===== config.mk =====
export PLATFORM = sky130hd
export DESIGN_NAME = controlador_acumulador_flat
export DESIGN_NICKNAME = d
export VERILOG_FILES = /design/src/rtl/controlador_acumulador_pkg.sv /design/src/rtl/controlador_acumulador_if.sv /design/src/rtl/controlador_acumulador_contador_passos.sv /design/src/rtl/controlador_acumulador.sv /design/src/flat_wrapper.sv
export SDC_FILE = /design/constraint.sdc
export NUM_CORES = 1
export LEC_CHECK = 0
export CAP_MARGIN = 5
export CORE_MARGIN = 2
export CORE_UTILIZATION = 49
export DETAILED_ROUTE_END_ITERATION = 7
export GPL_ROUTABILITY_DRIVEN = 0
export PLACE_DENSITY = 0.82
export REMOVE_ABC_BUFFERS = 1
export SLEW_MARGIN = 20
export SYNTH_ARGS = -nofsm -noshare
export SYNTH_HDL_FRONTEND = slang
export SYNTH_SLANG_ARGS = --single-unit

===== constraint.sdc =====
create_clock -name clk -period 3.9 [get_ports clk]
set_clock_uncertainty 0.2 [all_clocks]
set_input_delay 0.975 -clock clk [delete_from_list [all_inputs] [get_ports clk]]
set_output_delay 0.975 -clock clk [all_outputs]
set_load 0.02 [all_outputs]

===== src/rtl/controlador_acumulador_pkg.sv =====
// Shared types and datapath sizing for the accumulator controller and its datapath.
package pkg_controle;

    localparam int WIDTH_DP = 4;
    localparam int CNT_W_DP = 4;

    typedef enum logic [1:0] {
        IDLE  = 2'd0,
        INIT  = 2'd1,
        ACCUM = 2'd2,
        DONE  = 2'd3
    } estado_t;

endpackage : pkg_controle


===== src/rtl/controlador_acumulador_if.sv =====
// Controller <-> adder/register datapath bus.
interface controlador_acumulador_if #(
    parameter int WIDTH = pkg_controle::WIDTH_DP
);
    logic [WIDTH-1:0] operando_a;
    logic             sel_mux;
    logic             enable;
    logic [WIDTH-1:0] resultado;

    // Controller side: drives operand A, term select and load enable.
    modport master (
        output operando_a,
        output sel_mux,
        output enable,
        input  resultado
    );

    // Datapath side: accumulates and returns its register value.
    modport slave (
        input  operando_a,
        input  sel_mux,
        input  enable,
        output resultado
    );
endinterface : controlador_acumulador_if


===== src/rtl/controlador_acumulador_contador_passos.sv =====
// Loadable down-counter tracking remaining accumulate steps.
module contador_passos
    import pkg_controle::*;
#(
    parameter int CNT_W = CNT_W_DP
) (
    input  logic             clk,
    input  logic             rst,
    input  logic             i_load,
    input  logic [CNT_W-1:0] i_valor,
    input  logic             i_dec,
    output logic             o_zero
);

    logic [CNT_W-1:0] r_count;

    // Load has priority over decrement; the count saturates at zero.
    always_ff @(posedge clk or negedge rst) begin
        if (!rst) begin
            r_count <= '0;
        end else if (i_load) begin
            r_count <= i_valor;
        end else if (i_dec && (r_count != '0)) begin
            r_count <= r_count - CNT_W'(1);
        end
    end

    assign o_zero = (r_count == '0);

endmodule : contador_passos


===== src/rtl/controlador_acumulador.sv =====
// Sequencer for the saida datapath: runs n accumulate steps and reports the sum.
module controlador_acumulador
    import pkg_controle::*;
#(
    parameter int WIDTH = WIDTH_DP,
    parameter int CNT_W = CNT_W_DP
) (
    input  logic                     clk,
    input  logic                     rst,
    input  logic                     start,
    input  logic [CNT_W-1:0]         n_passos,
    input  logic                     sel_origem,
    controlador_acumulador_if.master dp,
    output logic                     busy,
    output logic                     done,
    output logic [WIDTH-1:0]         acumulado
);

    estado_t          r_estado;
    logic             r_enable;
    logic             r_sel_mux;
    logic             r_busy;
    logic             r_done;
    logic             r_n_zero;
    logic [WIDTH-1:0] r_acumulado;

    logic             w_aceita;
    logic             w_load;
    logic [CNT_W-1:0] w_valor;
    logic             w_dec;
    logic             w_zero;

    assign w_aceita = (r_estado == IDLE) && start;
    assign w_load   = w_aceita && (n_passos != '0);
    assign w_valor  = n_passos - CNT_W'(1);
    assign w_dec    = ((r_estado == INIT) || (r_estado == ACCUM)) && !w_zero;

    // Counter holds the steps still to run after the current one (n-1 at INIT).
    contador_passos #(
        .CNT_W (CNT_W)
    ) u_contador (
        .clk     (clk),
        .rst     (rst),
        .i_load  (w_load),
        .i_valor (w_valor),
        .i_dec   (w_dec),
        .o_zero  (w_zero)
    );

    // Control FSM; enable/sel/busy are registered from the next state so they
    // line up with the state they belong to.
    always_ff @(posedge clk or negedge rst) begin
        if (!rst) begin
            r_estado    <= IDLE;
            r_enable    <= 1'b0;
            r_sel_mux   <= 1'b0;
            r_busy      <= 1'b0;
            r_done      <= 1'b0;
            r_n_zero    <= 1'b0;
            r_acumulado <= '0;
        end else begin
            r_done <= 1'b0;
            case (r_estado)
                IDLE: begin
                    if (w_aceita) begin
                        r_busy    <= 1'b1;
                        r_sel_mux <= sel_origem;
                        r_n_zero  <= (n_passos == '0);
                        if (n_passos != '0) begin
                            r_estado <= INIT;
                            r_enable <= 1'b1;
                        end else begin
                            r_estado <= DONE;
                        end
                    end
                end
                INIT, ACCUM: begin
                    if (w_zero) begin
                        r_estado <= DONE;
                        r_enable <= 1'b0;
                    end else begin
                        r_estado <= ACCUM;
                    end
                end
                DONE: begin
                    r_estado    <= IDLE;
                    r_busy      <= 1'b0;
                    r_sel_mux   <= 1'b0;
                    r_done      <= 1'b1;
                    r_acumulado <= r_n_zero ? '0 : dp.resultado;
                end
                default: begin
                    r_estado <= IDLE;
                    r_enable <= 1'b0;
                end
            endcase
        end
    end

    // Operand A must track the live register value during ACCUM, so it is a
    // pass-through of the feedback rather than a registered copy.
    assign dp.operando_a = (r_estado == ACCUM) ? dp.resultado : '0;
    assign dp.enable     = r_enable;
    assign dp.sel_mux    = r_sel_mux;
    assign busy          = r_busy;
    assign done          = r_done;
    assign acumulado     = r_acumulado;

endmodule : controlador_acumulador

===== src/flat_wrapper.sv =====
// flat-port wrapper written by rule: the top's interface ports become plain ports
module controlador_acumulador_flat import pkg_controle::*;
#(
    parameter int WIDTH = WIDTH_DP,
    parameter int CNT_W = CNT_W_DP
)
  (clk, rst, start, n_passos, sel_origem, busy, done, acumulado, dp_operando_a, dp_sel_mux, dp_enable, dp_resultado);
  controlador_acumulador_if #(.WIDTH(WIDTH)) dp_i ();
  input  logic clk;
  input  logic rst;
  input  logic start;
  input  logic [CNT_W-1:0] n_passos;
  input  logic sel_origem;
  output logic busy;
  output logic done;
  output logic [WIDTH-1:0] acumulado;
  output wire logic [$bits(dp_i.operando_a)-1:0] dp_operando_a;
  output wire logic [$bits(dp_i.sel_mux)-1:0] dp_sel_mux;
  output wire logic [$bits(dp_i.enable)-1:0] dp_enable;
  input wire logic [$bits(dp_i.resultado)-1:0] dp_resultado;
  assign dp_operando_a = dp_i.operando_a;
  assign dp_sel_mux = dp_i.sel_mux;
  assign dp_enable = dp_i.enable;
  assign dp_i.resultado = dp_resultado;
  controlador_acumulador #(.WIDTH(WIDTH), .CNT_W(CNT_W)) u_core (.clk(clk), .rst(rst), .start(start), .n_passos(n_passos), .sel_origem(sel_origem), .dp(dp_i), .busy(busy), .done(done), .acumulado(acumulado));
endmodule

==> results of run 1 <==
## worst max-delay path, cell delays in order
cell             delay, ns
clkdlybuf4s50_1       0.50
and2_1                0.14
clkdlybuf4s50_1       0.60
## worst max-delay path by stage
stage                          startpoint                           end  slack [ns]  cells after the start
after floorplan               n_passos[1]  u_core.u_contador.r_count[2]        1.30                      7
after global placement    dp_resultado[0]              dp_operando_a[0]        0.57                      3
after detailed placement  dp_resultado[1]              dp_operando_a[1]        0.53                      3
after CTS                 dp_resultado[1]              dp_operando_a[1]        0.52                      3
after global routing      dp_resultado[3]              dp_operando_a[3]        0.49                      3
final                     dp_resultado[1]              dp_operando_a[1]        0.52                      3
## layout by cell type, fill, tap and decap left out, types with 2 or more instances in the layout
master / count
o211ai_1: 2
and2_1: 5
inv_1: 7
a21oi_1: 3
ha_1: 5
a31oi_1: 2
o21ai_0: 4
clkbuf_4: 3
dfrtp_1: 15
clkdlybuf4s50_1: 23
mux2i_1: 2
nor2_1: 2
or3_1: 3
a22o_1: 3
nand2_1: 11
nor2b_1: 3
o2bb2ai_1: 2
o21ai_1: 5
## power breakdown
part | internal, uW | switching (uW)
combinational | 246 | 286
clock | 39.9 | 53.1
sequential | 228 | 58.8
total | 514 | 398
## cell type report
type	instances	area (sq um)	share of cell area, %
clock buffers	4	26.3	2.34
inverters	7	26.3	2.34
multi-input cells	64	445	39.6
flip-flops and latches	15	375	33.4
well taps	17	21.3	1.89
repair buffers	23	230	20.5
## synthesized netlist by cell type (2+ instances only)
cell / number / area [sq um]
inv_1: 7 / 26.3
mux2i_1: 2 / 20.0
a21oi_1: 3 / 15.0
or3_1: 3 / 18.8
a31oi_1: 2 / 12.5
o21ai_1: 5 / 25.0
a22o_1: 3 / 26.3
nand2_1: 11 / 41.3
ha_1: 5 / 62.6
o21ai_0: 4 / 20.0
dfrtp_1: 15 / 375
nor2b_1: 3 / 18.8
o2bb2ai_1: 2 / 17.5
o211ai_1: 2 / 15.0
nor2_1: 2 / 7.51
and2_1: 5 / 31.3
## registers in the layout, summed over array words and instances, names as in the netlist
register / flops
u_core.acumulado: 4
u_core.u_contador.r_count: 4
u_core.r_estado: 2
u_core.busy: 1
u_core.done: 1
u_core.dp.enable: 1
u_core.dp.sel_mux: 1
u_core.r_n_zero: 1
## metrics by stage
stage | instance area [sq um] | utilization [%] | hold WS [ns] | std cells | worst slack (ns)
after detailed placement | 1100 | 65.0 | 0.276 | 126 | 0.527
after floorplan | 847 | - | 0.238 | 86 | 1.30
final | 1120 | 66.6 | 0.278 | 130 | 0.520
after CTS | 1120 | 66.6 | 0.285 | 130 | 0.517
after global routing | 1120 | 66.6 | 0.303 | 130 | 0.485
after global placement | 1100 | 65.0 | 0.264 | 126 | 0.570
## cell families (layout without fill, tap and decap cells)
family                   count (synthesis)  count (layout)
flip-flops                              15              15
AND/OR/NAND/NOR                         29              29
AO/OA/AOI/OAI                           28              28
adder cells (fa/ha/maj)                  5               5
multiplexers                             2               2
buffers and inverters                    8              34
## layer usage
layer	part of all wire (%)	track usage, %	up-vias
li1	-	-	368
met1	43	28.0	375
met2	49	37.2	33
met3	6.9	5.16	3
met4	1.4	8.57	0
met5	0	0	-
==> out/metrics.cfg, run 1 <==
[status]
status=finished, final reports clean

[critical_path]
critPathKind=input port to output pin
startpoint_type=input port
r2r_slack_ns=1.36
required_ns=2.72
critPathMaxFanout=2
arrival_ns=2.21
end_kind=output pin
rr_startpoint=u_core.r_estado[0]
reg2reg_depth=9
r2r-end=u_core.u_contador.r_count[2]

[drt]
drt_first_pass_iters=4
routedWlPerCell_um=15.9
wirelength_um=2060
vias=779
drc=0
via_per_inst=5.99
drt_iter0_drc=21
ant_nets=0

[grt]
grt-ovfl-total=0
grt_pass1_vias=680
grt_usage_pct=22.3
grt_pass1_wl_um=3240
antenna_found_initial=0
grt_max_degree=16

[die]
die_area_sq_um=2090
initial_core_util_pct=50.4
ios=24
rows=15
coreArea_sq_um=1690
dieHeight_um=45.7
die_w_um=45.7

[timing]
period_needed_ns=3.38
finalMaxSlewViolations=0
setup_viol=0
worst_pin_slew_ns=0.709
relSlewSlack_pct=52.6
tns_ns=0
fmax_mhz=296
rsz0062_at_grt=no
period_share_pct=86.7
hold_violations=0

[pwr]
p_leak_uw=0.000479
fin_total_pwr_uw=912
worst_ir_drop_vdd_v=0.000401
p_per_area_nw_per_um2=811

[clock_network]
cts_sinks=15
cts-htree-levels=1
clk_pin_slew_worst_paths_ns=0.09
clk_path_buf_depth=2
post_cts_buffers=0
cts_buffers=3
ctsRootBufferMaster=clkbuf_4
post_cts_resized=0
insertion_delay_ns=0.30
holdBufCountCts=0
cts_tree=yes

[logic_synthesis]
synth-simple-area-share_pct=19.1
synth-seq-cells=15
synth_top_family_by_area=compound AO/OA/AOI/OAI gates
netlist_instances=87
syn_avg_cell_area_sq_um=9.79
synthAdderAreaFrac_pct=7.34
synthMuxAreaShare_pct=2.35
ys.flop_type=dfrtp_1
ys_async_sr_fraction_pct=100
synth_compound_area_share_pct=23.5
synth_xor_area_share_pct=0
ys_seq_area_share_pct=44.1
synthDistinctLibCells=29
yosys_warnings=0
synth_edf_count=0
netlist_area_sq_um=852

[min_path]
hold_depth=1
whs_endpoint=u_core.acumulado[0]
hold_path_startpoint=u_core.r_n_zero
holdCritPathClass=flop to flop

[flow_run]
cap_violations=0

[placement]
post-dp-hpwl_um=1550
portBuffers=23

[cells_and_area]
fill_cells=133
layout-drive-gt1-share_pct=6.19
diodes=0
nets=131
area_growth_pct=32.0

(Power assumes the default switching activity.)
==> run 2, diff against run 1 <==
Settings changed: CELL_PAD_IN_SITES_DETAIL_PLACEMENT set to 1, CELL_PAD_IN_SITES_GLOBAL_PLACEMENT set to 1, CORE_UTILIZATION 49 to 37, PLACE_DENSITY 0.82 to unset, PLACE_DENSITY_LB_ADDON set to 0.1.
==> out/metrics.cfg, run 2 (synthesized netlist as in run 1, its figures left out) <==
[drt]
wirelength_um=2220
drc=0
drt_iter0_drc=6
routedWlPerCell_um=15.8
drt_first_pass_iters=3
via_per_inst=5.40
vias=761
ant_nets=0

[timing]
tns_ns=0
finalMaxSlewViolations=0
period_needed_ns=3.34
worst_pin_slew_ns=0.728
setup_viol=0
fmax_mhz=299
period_share_pct=85.7
hold_slack_ns=0.294
hold_violations=0
relSlewSlack_pct=51.3
rsz0062_at_grt=no

[critical_path]
rr_startpoint=u_core.r_estado[1]
r2r-end=u_core.u_contador.r_count[2]
reg2reg_depth=9
end_kind=output pin
r2r_slack_ns=1.30
critPathKind=input port to output pin
critPathMaxFanout=2
required_ns=2.72
arrival_ns=2.17
startpoint=dp_resultado[2]
startpoint_type=input port

[clock_network]
cts_buffers=3
clk_path_buf_depth=2
cts_tree=yes
post_cts_buffers=0
insertion_delay_ns=0.28
cts_sinks=15
holdBufCountCts=0
cts-htree-levels=1
post_cts_resized=0
ctsRootBufferMaster=clkbuf_4
clk_pin_slew_worst_paths_ns=0.09

[grt]
grt_pass1_wl_um=3910
grt_pass1_vias=798
grt_usage_pct=19.9
antenna_found_initial=0
grt_max_degree=16
grt-ovfl-total=0

[die]
dieHeight_um=52.0
die_w_um=52.0
rows=17
initial_core_util_pct=38.9
coreArea_sq_um=2190
die_area_sq_um=2700
ios=24

[pwr]
p_per_area_nw_per_um2=803
p_leak_uw=0.000479
worst_ir_drop_vdd_v=0.000402

[min_path]
hold_depth=1
whs_endpoint=u_core.acumulado[0]
holdCritPathClass=flop to flop
hold_path_startpoint=u_core.r_n_zero

[cells_and_area]
mostFrequentLayoutCells=23 x clkdlybuf4s50_1, 15 x dfrtp_1, 11 x nand2_1
area_growth_pct=33.6
post-route-cell-area_sq_um=1140
layout_commonest_cell=clkdlybuf4s50_1
nets=131
layout-drive-gt1-share_pct=6.19
diodes=0

[placement]
post-dp-hpwl_um=1760
portBuffers=23
placed_cell_area_sq_um=1110

[flow_run]
cap_violations=0

[status]
status=finished, final reports clean

run 2: metal layers:
| metal | track usage (%) | part of all wire, % | vias to the layer above |
|---|---|---|---|
| li1 | - | - | 369 |
| met1 | 27.1 | 48 | 377 |
| met2 | 31.9 | 48 | 13 |
| met3 | 3.45 | 2.8 | 2 |
| met4 | 6.58 | 0.76 | 0 |
| met5 | 0 | 0 | - |
run 2: power by group:
part	leakage, uW	total, uW	switching, uW	internal, uW
registers	0.000187	284	55.9	228
logic	0.000277	540	293	247
clock network	0.0000150	90.3	50.7	39.6
total	0.000479	914	400	514
run 2: metrics by stage:
step	setup slack, ns	utilization [%]	power, uW	instances
finish	0.557	52.0	914	141
global route	0.497	52.0	1010	141
CTS	0.553	52.0	923	141
detailed placement	0.550	50.8	832	137
global placement	0.572	50.8	810	137
floorplan	1.30	-	629	86
run 2: layout make-up:
cell class,count,area (sq um)
tap,28,35.0
clock buffer,4,26.3
fill,261,1050
sequential,15,375
multi-input combinational,64,445
inverter,7,26.3
timing repair buffer,23,230
run 2: how the worst max path moves through the flow:
stage,depth (start not counted),end,slack [ns]
floorplan,7,u_core.u_contador.r_count[2],1.30
global placement,3,dp_operando_a[3],0.57
detailed placement,3,dp_operando_a[0],0.55
CTS,3,dp_operando_a[0],0.55
global route,3,dp_operando_a[0],0.50
finish,3,dp_operando_a[2],0.56
run 2: worst max-delay path: stages:
cell	delay (ns)
clkdlybuf4s50_1	0.48
and2_1	0.12
clkdlybuf4s50_1	0.59
